### src/rtl/dram_axi_bridge_pkg.sv
// Shared types and constants for the DRAM-channel to SRAM bridge.
package dram_axi_bridge_pkg;

  localparam int unsigned ADDR_W = 17;
  localparam int unsigned DATA_W = 64;
  localparam int unsigned IDX_W  = 8;
  localparam int unsigned DLY_W  = 4;

  localparam logic [ADDR_W-1:0] BRIDGE_BASE_ADDR = 17'h10000;

  typedef enum logic [1:0] {
    RESP_OKAY   = 2'b00,
    RESP_SLVERR = 2'b10
  } axi_resp_t;

  typedef enum logic [3:0] {
    IDLE,
    RD_DLY,
    RD_MEM,
    RD_CAP,
    RD_RESP,
    WR_W,
    WR_DLY,
    WR_MEM,
    WR_RESP
  } bridge_state_t;

endpackage

### src/rtl/dram_axi_bridge_addr_decode.sv
// Byte address to SRAM record index, flagging misaligned or out-of-window addresses.
module dram_axi_bridge_addr_decode
  import dram_axi_bridge_pkg::*;
#(
  parameter logic [ADDR_W-1:0] BASE  = BRIDGE_BASE_ADDR,
  parameter int unsigned       DEPTH = 256
) (
  input  logic [ADDR_W-1:0] addr_i,
  output logic [IDX_W-1:0]  idx_o,
  output logic              err_o
);

  logic [ADDR_W-1:0] offs;
  logic [ADDR_W-1:0] rec_idx;

  // Full 17-bit record number is kept so indices past DEPTH are caught.
  always_comb begin
    offs    = addr_i - BASE;
    rec_idx = offs >> 3;
    idx_o   = rec_idx[IDX_W-1:0];
    err_o   = (addr_i[2:0] != 3'd0) || (addr_i < BASE) || (rec_idx >= ADDR_W'(DEPTH));
  end

endmodule

### src/rtl/dram_axi_bridge.sv
// AXI4-lite-style slave turning DRAM-channel transactions into delayed single-word SRAM accesses.
module dram_axi_bridge
  import dram_axi_bridge_pkg::*;
#(
  parameter logic [ADDR_W-1:0] BASE_ADDR = BRIDGE_BASE_ADDR,
  parameter int unsigned       DEPTH     = 256,
  parameter int unsigned       RESP_DLY  = 4
) (
  input  logic              clk,
  input  logic              rst_n,
  input  logic              AR_VALID,
  input  logic [ADDR_W-1:0] AR_ADDR,
  output logic              AR_READY,
  output logic              R_VALID,
  output logic [DATA_W-1:0] R_DATA,
  output logic [1:0]        R_RESP,
  input  logic              R_READY,
  input  logic              AW_VALID,
  input  logic [ADDR_W-1:0] AW_ADDR,
  output logic              AW_READY,
  input  logic              W_VALID,
  input  logic [DATA_W-1:0] W_DATA,
  output logic              W_READY,
  output logic              B_VALID,
  output logic [1:0]        B_RESP,
  input  logic              B_READY,
  output logic              mem_en,
  output logic              mem_we,
  output logic [IDX_W-1:0]  mem_addr,
  output logic [DATA_W-1:0] mem_wdata,
  input  logic [DATA_W-1:0] mem_rdata
);

  localparam bit                 NO_DLY   = (RESP_DLY == 0);
  localparam logic [DLY_W-1:0]   DLY_LAST = DLY_W'(RESP_DLY - 1);

  bridge_state_t     state_q;
  logic [DLY_W-1:0]  cnt_q;
  logic              aw_pend_q;
  logic              rdy_q;
  logic [ADDR_W-1:0] rd_addr_q;
  logic [ADDR_W-1:0] wr_addr_q;
  logic [DATA_W-1:0] wdata_q;
  logic              r_valid_q;
  logic [DATA_W-1:0] r_data_q;
  axi_resp_t         r_resp_q;
  logic              b_valid_q;
  axi_resp_t         b_resp_q;

  logic              in_rd;
  logic [ADDR_W-1:0] cur_addr;
  logic [IDX_W-1:0]  cur_idx;
  logic              cur_err;

  assign in_rd    = (state_q == RD_DLY) || (state_q == RD_MEM) ||
                    (state_q == RD_CAP) || (state_q == RD_RESP);
  assign cur_addr = in_rd ? rd_addr_q : wr_addr_q;

  dram_axi_bridge_addr_decode #(
    .BASE  (BASE_ADDR),
    .DEPTH (DEPTH)
  ) u_addr_decode (
    .addr_i (cur_addr),
    .idx_o  (cur_idx),
    .err_o  (cur_err)
  );

  // Memory strobes decode from state so a reset can never leave a write half-issued.
  assign AR_READY  = rdy_q;
  assign AW_READY  = rdy_q;
  assign W_READY   = (state_q == WR_W);
  assign R_VALID   = r_valid_q;
  assign R_DATA    = r_data_q;
  assign R_RESP    = r_resp_q;
  assign B_VALID   = b_valid_q;
  assign B_RESP    = b_resp_q;
  assign mem_en    = ((state_q == RD_MEM) || (state_q == WR_MEM)) && !cur_err;
  assign mem_we    = (state_q == WR_MEM) && !cur_err;
  assign mem_addr  = cur_idx;
  assign mem_wdata = wdata_q;

  always_ff @(posedge clk or negedge rst_n) begin
    if (!rst_n) begin
      state_q   <= IDLE;
      cnt_q     <= '0;
      aw_pend_q <= 1'b0;
      rdy_q     <= 1'b0;
      rd_addr_q <= '0;
      wr_addr_q <= '0;
      wdata_q   <= '0;
      r_valid_q <= 1'b0;
      r_data_q  <= '0;
      r_resp_q  <= RESP_OKAY;
      b_valid_q <= 1'b0;
      b_resp_q  <= RESP_OKAY;
    end else begin
      case (state_q)
        IDLE: begin
          rdy_q <= 1'b1;
          // AR wins; a simultaneous AW is parked so it is not lost when AW_VALID drops.
          if (rdy_q && AR_VALID) begin
            rdy_q     <= 1'b0;
            rd_addr_q <= AR_ADDR;
            state_q   <= NO_DLY ? RD_MEM : RD_DLY;
            if (AW_VALID) begin
              wr_addr_q <= AW_ADDR;
              aw_pend_q <= 1'b1;
            end
          end else if (rdy_q && AW_VALID) begin
            rdy_q     <= 1'b0;
            wr_addr_q <= AW_ADDR;
            state_q   <= WR_W;
          end
        end
        RD_DLY: begin
          if (cnt_q == DLY_LAST) begin
            cnt_q   <= '0;
            state_q <= RD_MEM;
          end else begin
            cnt_q <= cnt_q + DLY_W'(1);
          end
        end
        RD_MEM: state_q <= RD_CAP;
        RD_CAP: begin
          r_data_q <= cur_err ? '0 : mem_rdata;
          r_resp_q <= cur_err ? RESP_SLVERR : RESP_OKAY;
          state_q  <= RD_RESP;
        end
        RD_RESP: begin
          if (!r_valid_q) begin
            r_valid_q <= 1'b1;
          end else if (R_READY) begin
            r_valid_q <= 1'b0;
            if (aw_pend_q) begin
              state_q <= WR_W;
            end else begin
              state_q <= IDLE;
              rdy_q   <= 1'b1;
            end
          end
        end
        WR_W: begin
          if (W_VALID) begin
            wdata_q   <= W_DATA;
            aw_pend_q <= 1'b0;
            state_q   <= NO_DLY ? WR_MEM : WR_DLY;
          end
        end
        WR_DLY: begin
          if (cnt_q == DLY_LAST) begin
            cnt_q   <= '0;
            state_q <= WR_MEM;
          end else begin
            cnt_q <= cnt_q + DLY_W'(1);
          end
        end
        WR_MEM: begin
          b_resp_q <= cur_err ? RESP_SLVERR : RESP_OKAY;
          state_q  <= WR_RESP;
        end
        WR_RESP: begin
          if (!b_valid_q) begin
            b_valid_q <= 1'b1;
          end else if (B_READY) begin
            b_valid_q <= 1'b0;
            state_q   <= IDLE;
            rdy_q     <= 1'b1;
          end
        end
        default: state_q <= IDLE;
      endcase
    end
  end

endmodule

### config.mk
export PLATFORM = sky130hd
export DESIGN_NAME = dram_axi_bridge
export DESIGN_NICKNAME = d
export VERILOG_FILES = /design/src/rtl/dram_axi_bridge_pkg.sv /design/src/rtl/dram_axi_bridge_addr_decode.sv /design/src/rtl/dram_axi_bridge.sv
export SDC_FILE = /design/constraint.sdc
export NUM_CORES = 1
export LEC_CHECK = 0
export ABC_AREA = 0
export CORE_AREA = 2 2 129 131
export CTS_CLUSTER_SIZE = 8
export DETAILED_ROUTE_END_ITERATION = 8
export DIE_AREA = 0 0 131 133
export GPL_TIMING_DRIVEN = 0
export PLACE_DENSITY = 0.86
export REMOVE_ABC_BUFFERS = 1
export SETUP_SLACK_MARGIN = 0.3
export SLEW_MARGIN = 20
export SYNTH_ARGS = -nofsm -noshare
export SYNTH_HDL_FRONTEND = slang
export SYNTH_SLANG_ARGS = --single-unit
### constraint.sdc
create_clock -name clk -period 5.4 [get_ports clk]
set_clock_uncertainty 0.05 [all_clocks]
set_input_delay 0.81 -clock clk [delete_from_list [all_inputs] [get_ports clk]]
set_output_delay 0.81 -clock clk [all_outputs]
set_load 0.005 [all_outputs]
==> flow_summary.ini, run 1 <==
[critical_path]
worstSetupEndpointType = output port
crit_type = flop to output port
crit_required_ps = 4540
r2r_start = state_q[1]
critPathBufInv = 1
cp-start-kind = flop
crit_slowest_cell = dfrtp_1
reg2reg_depth = 4
critPathTopFamily = simple AND/OR/NAND/NOR gates
regToRegSetupSlack_ps = 2700
r2r-end = R_DATA[31]
cp.arrival_ps = 3380
slowest_delay_ps = 720
crit_chain = nor3_2 > nor3_4 > mux2_4 > nor4b_1 > clkdlybuf4s50_1
critPathMaxFanout = 68

[detailed_routing]
drt-total-wl_um = 20000
first_pass_iters = 4
routed_via_density = 5.02
drtAntennaViolNets = 0
vias = 5627
drt_iter0_drc = 315
wl_per_cell_um = 17.8
drc = 0

[global_routing]
grt_overflow_total = 0
grt_pass1_wl_um = 30900
grt_antenna_before_repair = 0
track_usage_pct = 23.2
grt_max_degree = 93
grt_pass1_vias = 5904

[synthesis]
synthFlopType = dfrtp_1
synth_edf_count = 0
netlist_instances = 588
ys_seq_area_share_pct = 60.7
yosysUniqueCellTypes = 49
synthesis.area_mm2 = 0.00726
synth_seq_cells = 176
synthArstFlopShare_pct = 100
yosysTopAreaCell = dfrtp_1
syn_area_per_cell_um2 = 12.3
synth_common_cells = 176 x dfrtp_1, 136 x nand2_1, 112 x mux2_2
synth.most_common_cell = dfrtp_1
yosysWarnings = 0
synth_top_area_share_pct = 60.7
synth_area_leaders = dfrtp_1 61%, mux2_2 17%, nand2_1 7.0%, o21ai_0 3.3%, o21ai_2 2.3%

[timing]
slew_headroom_pct = 44.3
fin_crit_ps = 4240
setup_viol = 0
rsz0062_at_grt = no
hold_viol_final = 0
setup_tns_ps = 0
drv_slew = 0
fin_crit_sh_pct = 78.5
fmax_ghz = 0.236
worst_pin_slew_ps = 835

[clock_tree]
tritoncts = yes
numClockSinks = 176
cts_hold_buf = 0
cts_buffers = 17
root_buffer = clkbuf_16
clk_path_buf_depth = 2
insertion_delay_ps = 430
cts_setup_buffers = 0
cts_resized = 0
cts_htree_levels = 4
clk_pin_slew_worst_paths_ps = 70

[placed_design]
dpl.hpwl_um = 14400
io_buffers = 313
place_congestion = 0.792

[cells_and_area]
nNetsFinal = 1057
fin_util_pct = 69.1
syn2layout_area_growth_pct = 54.0
diodes = 0
ff_latch_area_mm2 = 0.00440
multi_input_area_mm2 = 0.00265
layout-drive-gt1-share_pct = 20.2
fillers = 1166

[pwr]
vdd.ir_drop.worst_uv = 267
pwr-share-seq_pct = 38.2
p_per_area_mw_per_mm2 = 547
clockPowerShare_pct = 20.3
leakagePower_nw = 4.64
internal_power_w = 0.00431
p_sw_share_pct = 29.5
finalPower_w = 0.00611
combPwrFrac_pct = 41.6
p_sw_w = 0.00180

[floorplan]
ioPinCount = 316
initial_core_util_pct = 44.9
die_w_um = 131
core_mm2 = 0.0162
die_height_um = 133
die-area_mm2 = 0.0174
rows = 47

[run_status]
status = completed

[job]
maxCapViolCount = 0

[hold_path]
hp-class = input pin to async pin
==> how the worst max path moves through the flow <==
stage | startpoint | endpoint | slack (ps) | cells past startpoint
2_1_floorplan | state_q[0] | mem_en | 2550 | 4
3_3_place_gp | rst_n | R_DATA[14] | -3820 | 1
3_5_place_dp | state_q[0] | mem_en | 1570 | 5
4_1_cts | state_q[0] | mem_en | 1090 | 5
5_1_grt | state_q[0] | mem_en | 920 | 5
6_report | state_q[1] | mem_en | 1160 | 5
==> metrics by stage <==
stage	hold WS, ps	instances	worst slack [ps]	cell area, um^2
6_report	320	1120	1160	11200
5_1_grt	356	1120	918	11200
4_1_cts	337	1120	1090	11200
3_5_place_dp	416	1088	1570	10600
3_3_place_gp	410	1084	-3820	10400
2_1_floorplan	410	551	2550	7040
==> kinds of logic (layout without fill, tap and decap cells) <==
| kind of cell | after synthesis | after routing | synth area share [%] |
|---|---|---|---|
| multiplexers | 113 | 113 | 17.6 |
| buffers and inverters | 41 | 352 | 3.21 |
| other | 1 | 2 | 0.0517 |
| adder cells (fa/ha/maj) | 1 | 1 | 0.172 |
| AND/OR/NAND/NOR | 171 | 171 | 10.6 |
| flip-flops | 176 | 176 | 60.7 |
| XOR/XNOR | 2 | 2 | 0.241 |
| AO/OA/AOI/OAI | 83 | 83 | 7.45 |
==> registers in the layout (all words and copies together) (netlist names), 4 cells and up <==
signal,count
state_q,4
rd_addr_q,17
mem_wdata,64
cnt_q,4
R_DATA,64
wr_addr_q,17
==> layer usage <==
| layer | routed length (um) | share of wire (%) | track usage (%) | vias to the layer above |
|---|---|---|---|---|
| li1 | - | - | - | 2614 |
| met1 | 7580 | 38 | 26.6 | 2740 |
| met2 | 10100 | 51 | 39.4 | 237 |
| met3 | 1720 | 8.6 | 8.25 | 36 |
| met4 | 545 | 2.7 | 8.92 | 0 |
| met5 | 0 | 0 | 0 | - |
==> power groups by stage <==
| stage | Combinational (W) | Clock, W | Sequential [W] |
|---|---|---|---|
| 2_1_floorplan | 0.00101 | 0 | 0.00232 |
| 3_3_place_gp | 0.00248 | 0 | 0.00231 |
| 3_5_place_dp | 0.00255 | 0 | 0.00235 |
| 4_1_cts | 0.00257 | 0.00127 | 0.00234 |
| 5_1_grt | 0.00274 | 0.00132 | 0.00241 |
| 6_report | 0.00254 | 0.00124 | 0.00233 |
==> placed cells by master (no fill, tap or decap), drive strengths merged, types with 5 or more instances in the layout <==
cell type        n
dfrtp          176
inv              6
clkbuf          21
o21ai           67
nor2             6
nand2          136
nor3             6
clkdlybuf4s50  312
buf              5
mux2           113
==> cell type report <==
type,count,share of cell area (%)
Clock buffer,21,4.21
Clock inverter,11,1.15
Inverter,3,0.101
Multi-Input combinational cell,372,23.7
Sequential cell,176,39.4
Tap cell,220,2.46
Timing Repair Buffer,317,28.9
Power figures use the tool's default switching activity.
==> run 2, diff against run 1 <==
Settings changed: CORE_AREA 2 2 129 131 to 2 2 142 144, DIE_AREA 0 0 131 133 to 0 0 144 146, PLACE_DENSITY 0.86 to 0.76.
Clock period 5.4 ns to 3.8 ns, I/O delays scaled along.
==> run 2 against run 1 <==
Against the previous run: setup slack worse by 750 ps; combinational power up 47%; largest power group unchanged; clock power up 46%; non-clock buffer count up 10; highest routed layer is now met5; sequential power up 39%; largest cell class unchanged; utilization down 10 points; final cell count up 5.1%; sequential share of layout area down 0.56 points; die area up 21%; total power up 44%.
==> flow_summary.ini, run 2 (synthesis gave the netlist of run 1 again) <==
[timing]
setup_viol = 0
setup_ws_ps = 404
slew_headroom_pct = 56.5
drv_slew = 0
fmax_ghz = 0.294
hold_viol_final = 0
fin_crit_sh_pct = 89.4
rsz0062_at_grt = no
fin_crit_ps = 3400
worst_pin_slew_ps = 652

[clock_tree]
numClockSinks = 176
cts_hold_buf = 0
root_buffer = clkbuf_16
clk_pin_slew_worst_paths_ps = 70
clk_path_buf_depth = 2
cts_htree_levels = 4
tritoncts = yes
insertion_delay_ps = 420
cts_buffers = 17

[placed_design]
place_congestion = 0.768
dpl.hpwl_um = 13700
place_area_mm2 = 0.0106
pre_cts_ws_ps = 223
io_buffers = 313

[critical_path]
r2r_start = state_q[3]
worstSetupEndpointType = output port
cp-start-kind = flop
r2r-end = mem_wdata[12]
reg2reg_depth = 4
regToRegSetupSlack_ps = 1600
critPathLaunch = state_q[3]
endpoint = mem_en
cp.arrival_ps = 2780
crit_required_ps = 3180
crit_type = flop to output port
critPathMaxFanout = 17

[cells_and_area]
final_area_mm2 = 0.0113
mostFrequentLayoutCell = clkdlybuf4s50_1
syn2layout_area_growth_pct = 56.3
layout-drive-gt1-share_pct = 21.6
layout_common_cells = 312 x clkdlybuf4s50_1, 173 x dfrtp_1, 135 x nand2_1
fillers = 1625
nNetsFinal = 1069

[floorplan]
initial_core_util_pct = 37.5
die-area_mm2 = 0.0210
die_w_um = 144
ioPinCount = 316
die_height_um = 146
rows = 51
core_mm2 = 0.0193

[run_status]
status = completed

[detailed_routing]
first_pass_iters = 4
vias = 5625
drtAntennaViolNets = 0
wl_per_cell_um = 17.2
drc = 0
drt-total-wl_um = 20200
routed_via_density = 4.78
drt_iter0_drc = 242

[global_routing]
track_usage_pct = 19.3
grt_overflow_total = 0
grt_pass1_vias = 5854
grt_antenna_before_repair = 2
grt_pass1_wl_um = 31500
grt_max_degree = 95

[pwr]
finalPower_w = 0.00878
leakagePower_nw = 4.71
p_per_area_mw_per_mm2 = 774
vdd.ir_drop.worst_uv = 343

[hold_path]
hp-class = input pin to async pin

[job]
maxCapViolCount = 0
## run 2: worst max-delay path, stage by stage, from the launching register on
cell	delay [ps]
dfrtp_1	580
nor3_4	390
mux2_8	490
nor4b_1	300
clkdlybuf4s50_1	580
## run 2: metal layers
| layer | global-route usage [%] | vias up | wire length (um) |
|---|---|---|---|
| met4 | 6.86 | 2 | 478 |
| met5 | 0 | - | 13 |
| met2 | 31.5 | 240 | 9680 |
| met3 | 7.34 | 31 | 1890 |
| met1 | 23.4 | 2724 | 8160 |
| li1 | - | 2628 | - |
## run 2: how the worst min path moves through the flow
stage               startpoint  slack, ps  cells past startpoint         end
CTS                      rst_n         90                      1  R_DATA[23]
global placement    R_DATA[55]        410                      2  R_DATA[55]
floorplan                rst_n        220                      0    AR_READY
finish                   rst_n         60                      1  R_DATA[23]
detailed placement  R_DATA[53]        420                      2  R_DATA[53]
global route             rst_n        100                      1  R_DATA[23]
## run 2: what timing repair did
action                                  in CTS  in global routing
buffers inserted                             8                  2
endpoints found under the hold margin        0                  0
gates cloned                                 2                  0
endpoints found under the setup margin       2                  1
pin swaps                                    1                  3
gates resized for setup                      4                  0
## run 2: cell type report
| cell class | count | area, um^2 | share of cell area (%) |
|---|---|---|---|
| diodes | 1 | 2.50 | 0.0221 |
| flip-flops and latches | 176 | 4410 | 38.9 |
| clock inverters | 14 | 166 | 1.47 |
| inverters | 3 | 11.3 | 0.0993 |
| clock buffers | 17 | 425 | 3.75 |
| repair buffers | 327 | 3310 | 29.2 |
| well taps | 265 | 332 | 2.92 |
| multi-input cells | 374 | 2690 | 23.7 |
## run 2: through the flow
step                utilization [%]  std cells  setup TNS, ps  hold WS (ps)
global placement               54.3       1129        -958590           409
CTS                            58.6       1174              0          86.5
finish                         58.7       1177              0          55.6
floorplan                         -        551              0           224
global route                   58.6       1176              0           103
detailed placement             55.0       1133              0           416
## run 2: report_power, final
part / switching, W / internal, W / leakage [nW]
clock: 0.000813 / 0.000992 / 0.287
sequential: 0.000480 / 0.00276 / 2.19
combinational: 0.00132 / 0.00240 / 2.23
==> run 3, diff against run 2 <==
Settings changed: CORE_AREA 2 2 142 144 to 2 2 129 131, DIE_AREA 0 0 144 146 to 0 0 131 133, PLACE_DENSITY 0.76 to 0.86.
Clock period 3.8 ns to 4 ns, I/O delays scaled along.
==> run 3 against run 2 <==
Against the previous run: total power down 5.2%; clock power decreased by 7%; register-to-register slack gained 190 ps; final cell count is 4.6% lower; die area fell by 17%; non-clock buffer count shrank 8; flip-flop and latch count unchanged; largest power group unchanged.
==> flow_summary.ini, run 3 (synthesis gave the netlist of run 1 again) <==
[clock_tree]
cts_htree_levels = 4
numClockSinks = 176
cts_hold_buf = 0
clk_path_buf_depth = 2
insertion_delay_ps = 420
cts_buffers = 17
root_buffer = clkbuf_16
tritoncts = yes
clk_pin_slew_worst_paths_ps = 70

[critical_path]
worstSetupEndpointType = output port
cp-start-kind = flop
reg2reg_depth = 5
critPathMaxFanout = 34
crit_required_ps = 3350
cp.arrival_ps = 2870
regToRegSetupSlack_ps = 1790
crit_type = flop to output port

[cells_and_area]
mostFrequentLayoutCell = clkdlybuf4s50_1
final_cells = 1123
final_area_mm2 = 0.0112
diodes = 0
nNetsFinal = 1060
syn2layout_area_growth_pct = 54.6
layout_common_cells = 312 x clkdlybuf4s50_1, 173 x dfrtp_1, 135 x nand2_1
layout-drive-gt1-share_pct = 20.8

[placed_design]
pre_cts_ws_ps = 380
dpl.hpwl_um = 14400
io_buffers = 313
place_congestion = 0.792
dp_cells = 1088
place_area_mm2 = 0.0106

[job]
maxCapViolCount = 0

[timing]
worst_pin_slew_ps = 648
rsz0062_at_grt = no
setup_ws_ps = 481
fmax_ghz = 0.284
fin_crit_ps = 3520
slew_headroom_pct = 56.8
fin_crit_sh_pct = 88.0
setup_viol = 0
fin_worst_hold_slack_ps = 109
hold_viol_final = 0
drv_slew = 0
setup_tns_ps = 0

[detailed_routing]
drc = 0
drt_iter0_drc = 324
wl_per_cell_um = 18.4
routed_via_density = 5.04
vias = 5662
drt-total-wl_um = 20600
drtAntennaViolNets = 0
first_pass_iters = 4

[floorplan]
die_height_um = 133
die_w_um = 131
core_mm2 = 0.0162
ioPinCount = 316
initial_core_util_pct = 44.9
rows = 47
die-area_mm2 = 0.0174

[global_routing]
track_usage_pct = 23.9
grt_pass1_wl_um = 31700
grt_antenna_before_repair = 0
grt_pass1_vias = 5958
grt_overflow_total = 0
grt_max_degree = 93

[pwr]
vdd.ir_drop.worst_uv = 361
p_per_area_mw_per_mm2 = 742
leakagePower_nw = 4.67

[hold_path]
hp-class = input pin to async pin

[run_status]
status = completed
-- run 3: changes by cell type in the layout (fill, tap and decap cells not counted), sizes merged --
cell,previous run,this run
buf,15,7
inv,12,6
clkbuf,17,21
clkinv,1,4
diode,1,0
mux2,115,114
-- run 3: area by class of cell --
cell class,instances,area [um^2]
Multi-Input combinational cell,373,2670
Tap cell,220,275
Clock buffer,21,470
Inverter,3,11.3
Fill cell,1157,4960
Sequential cell,176,4410
Timing Repair Buffer,319,3250
Clock inverter,11,129
-- run 3: metal layers --
metal	up-vias	wire [um]	global-route usage, %	share of wire [%]
met5	-	0	0	0
met1	2753	7750	27.5	38
met3	39	1960	8.86	9.5
li1	2617	-	-	-
met2	253	10300	40.4	50
met4	0	607	9.16	2.9
-- run 3: path summary, 6_finish.rpt --
kind	start	to
setup / recovery	state_q[1]	mem_en
max in group asynchronous	rst_n	R_DATA[48]
hold / removal	rst_n	mem_wdata[27]
setup reg to reg	state_q[1]	R_DATA[60]
min in group clk	R_DATA[44]	R_DATA[44]
hold reg to reg	R_DATA[44]	R_DATA[44]
-- run 3: through the flow --
| step | utilization [%] | power [W] |
|---|---|---|
| 5_1_grt | 69.4 | 0.00881 |
| 3_3_place_gp | 64.6 | 0.00647 |
| 2_1_floorplan | - | 0.00450 |
| 3_5_place_dp | 65.4 | 0.00662 |
| 4_1_cts | 69.3 | 0.00840 |
| 6_report | 69.4 | 0.00832 |
-- run 3: repair_timing --
item                                    4_1_cts  5_1_grt
gates cloned                                  1        0
gates resized for setup                       3        1
endpoints found under the setup margin        2        1
setup buffers                                 2        0
endpoints found under the hold margin         0        0
pin swaps                                     1        0
-- run 3: power breakdown --
part | total [W] | internal, W | switching (W)
Sequential | 0.00315 | 0.00263 | 0.000523
Combinational | 0.00348 | 0.00224 | 0.00124
Clock | 0.00168 | 0.000977 | 0.000703
-- run 3: critical path: stages (launching register included) --
cell and delay, ps:
dfrtp_2 530, o21a_1 260, nor3_4 260, mux2_8 500, nor4b_1 300, clkdlybuf4s50_1 570
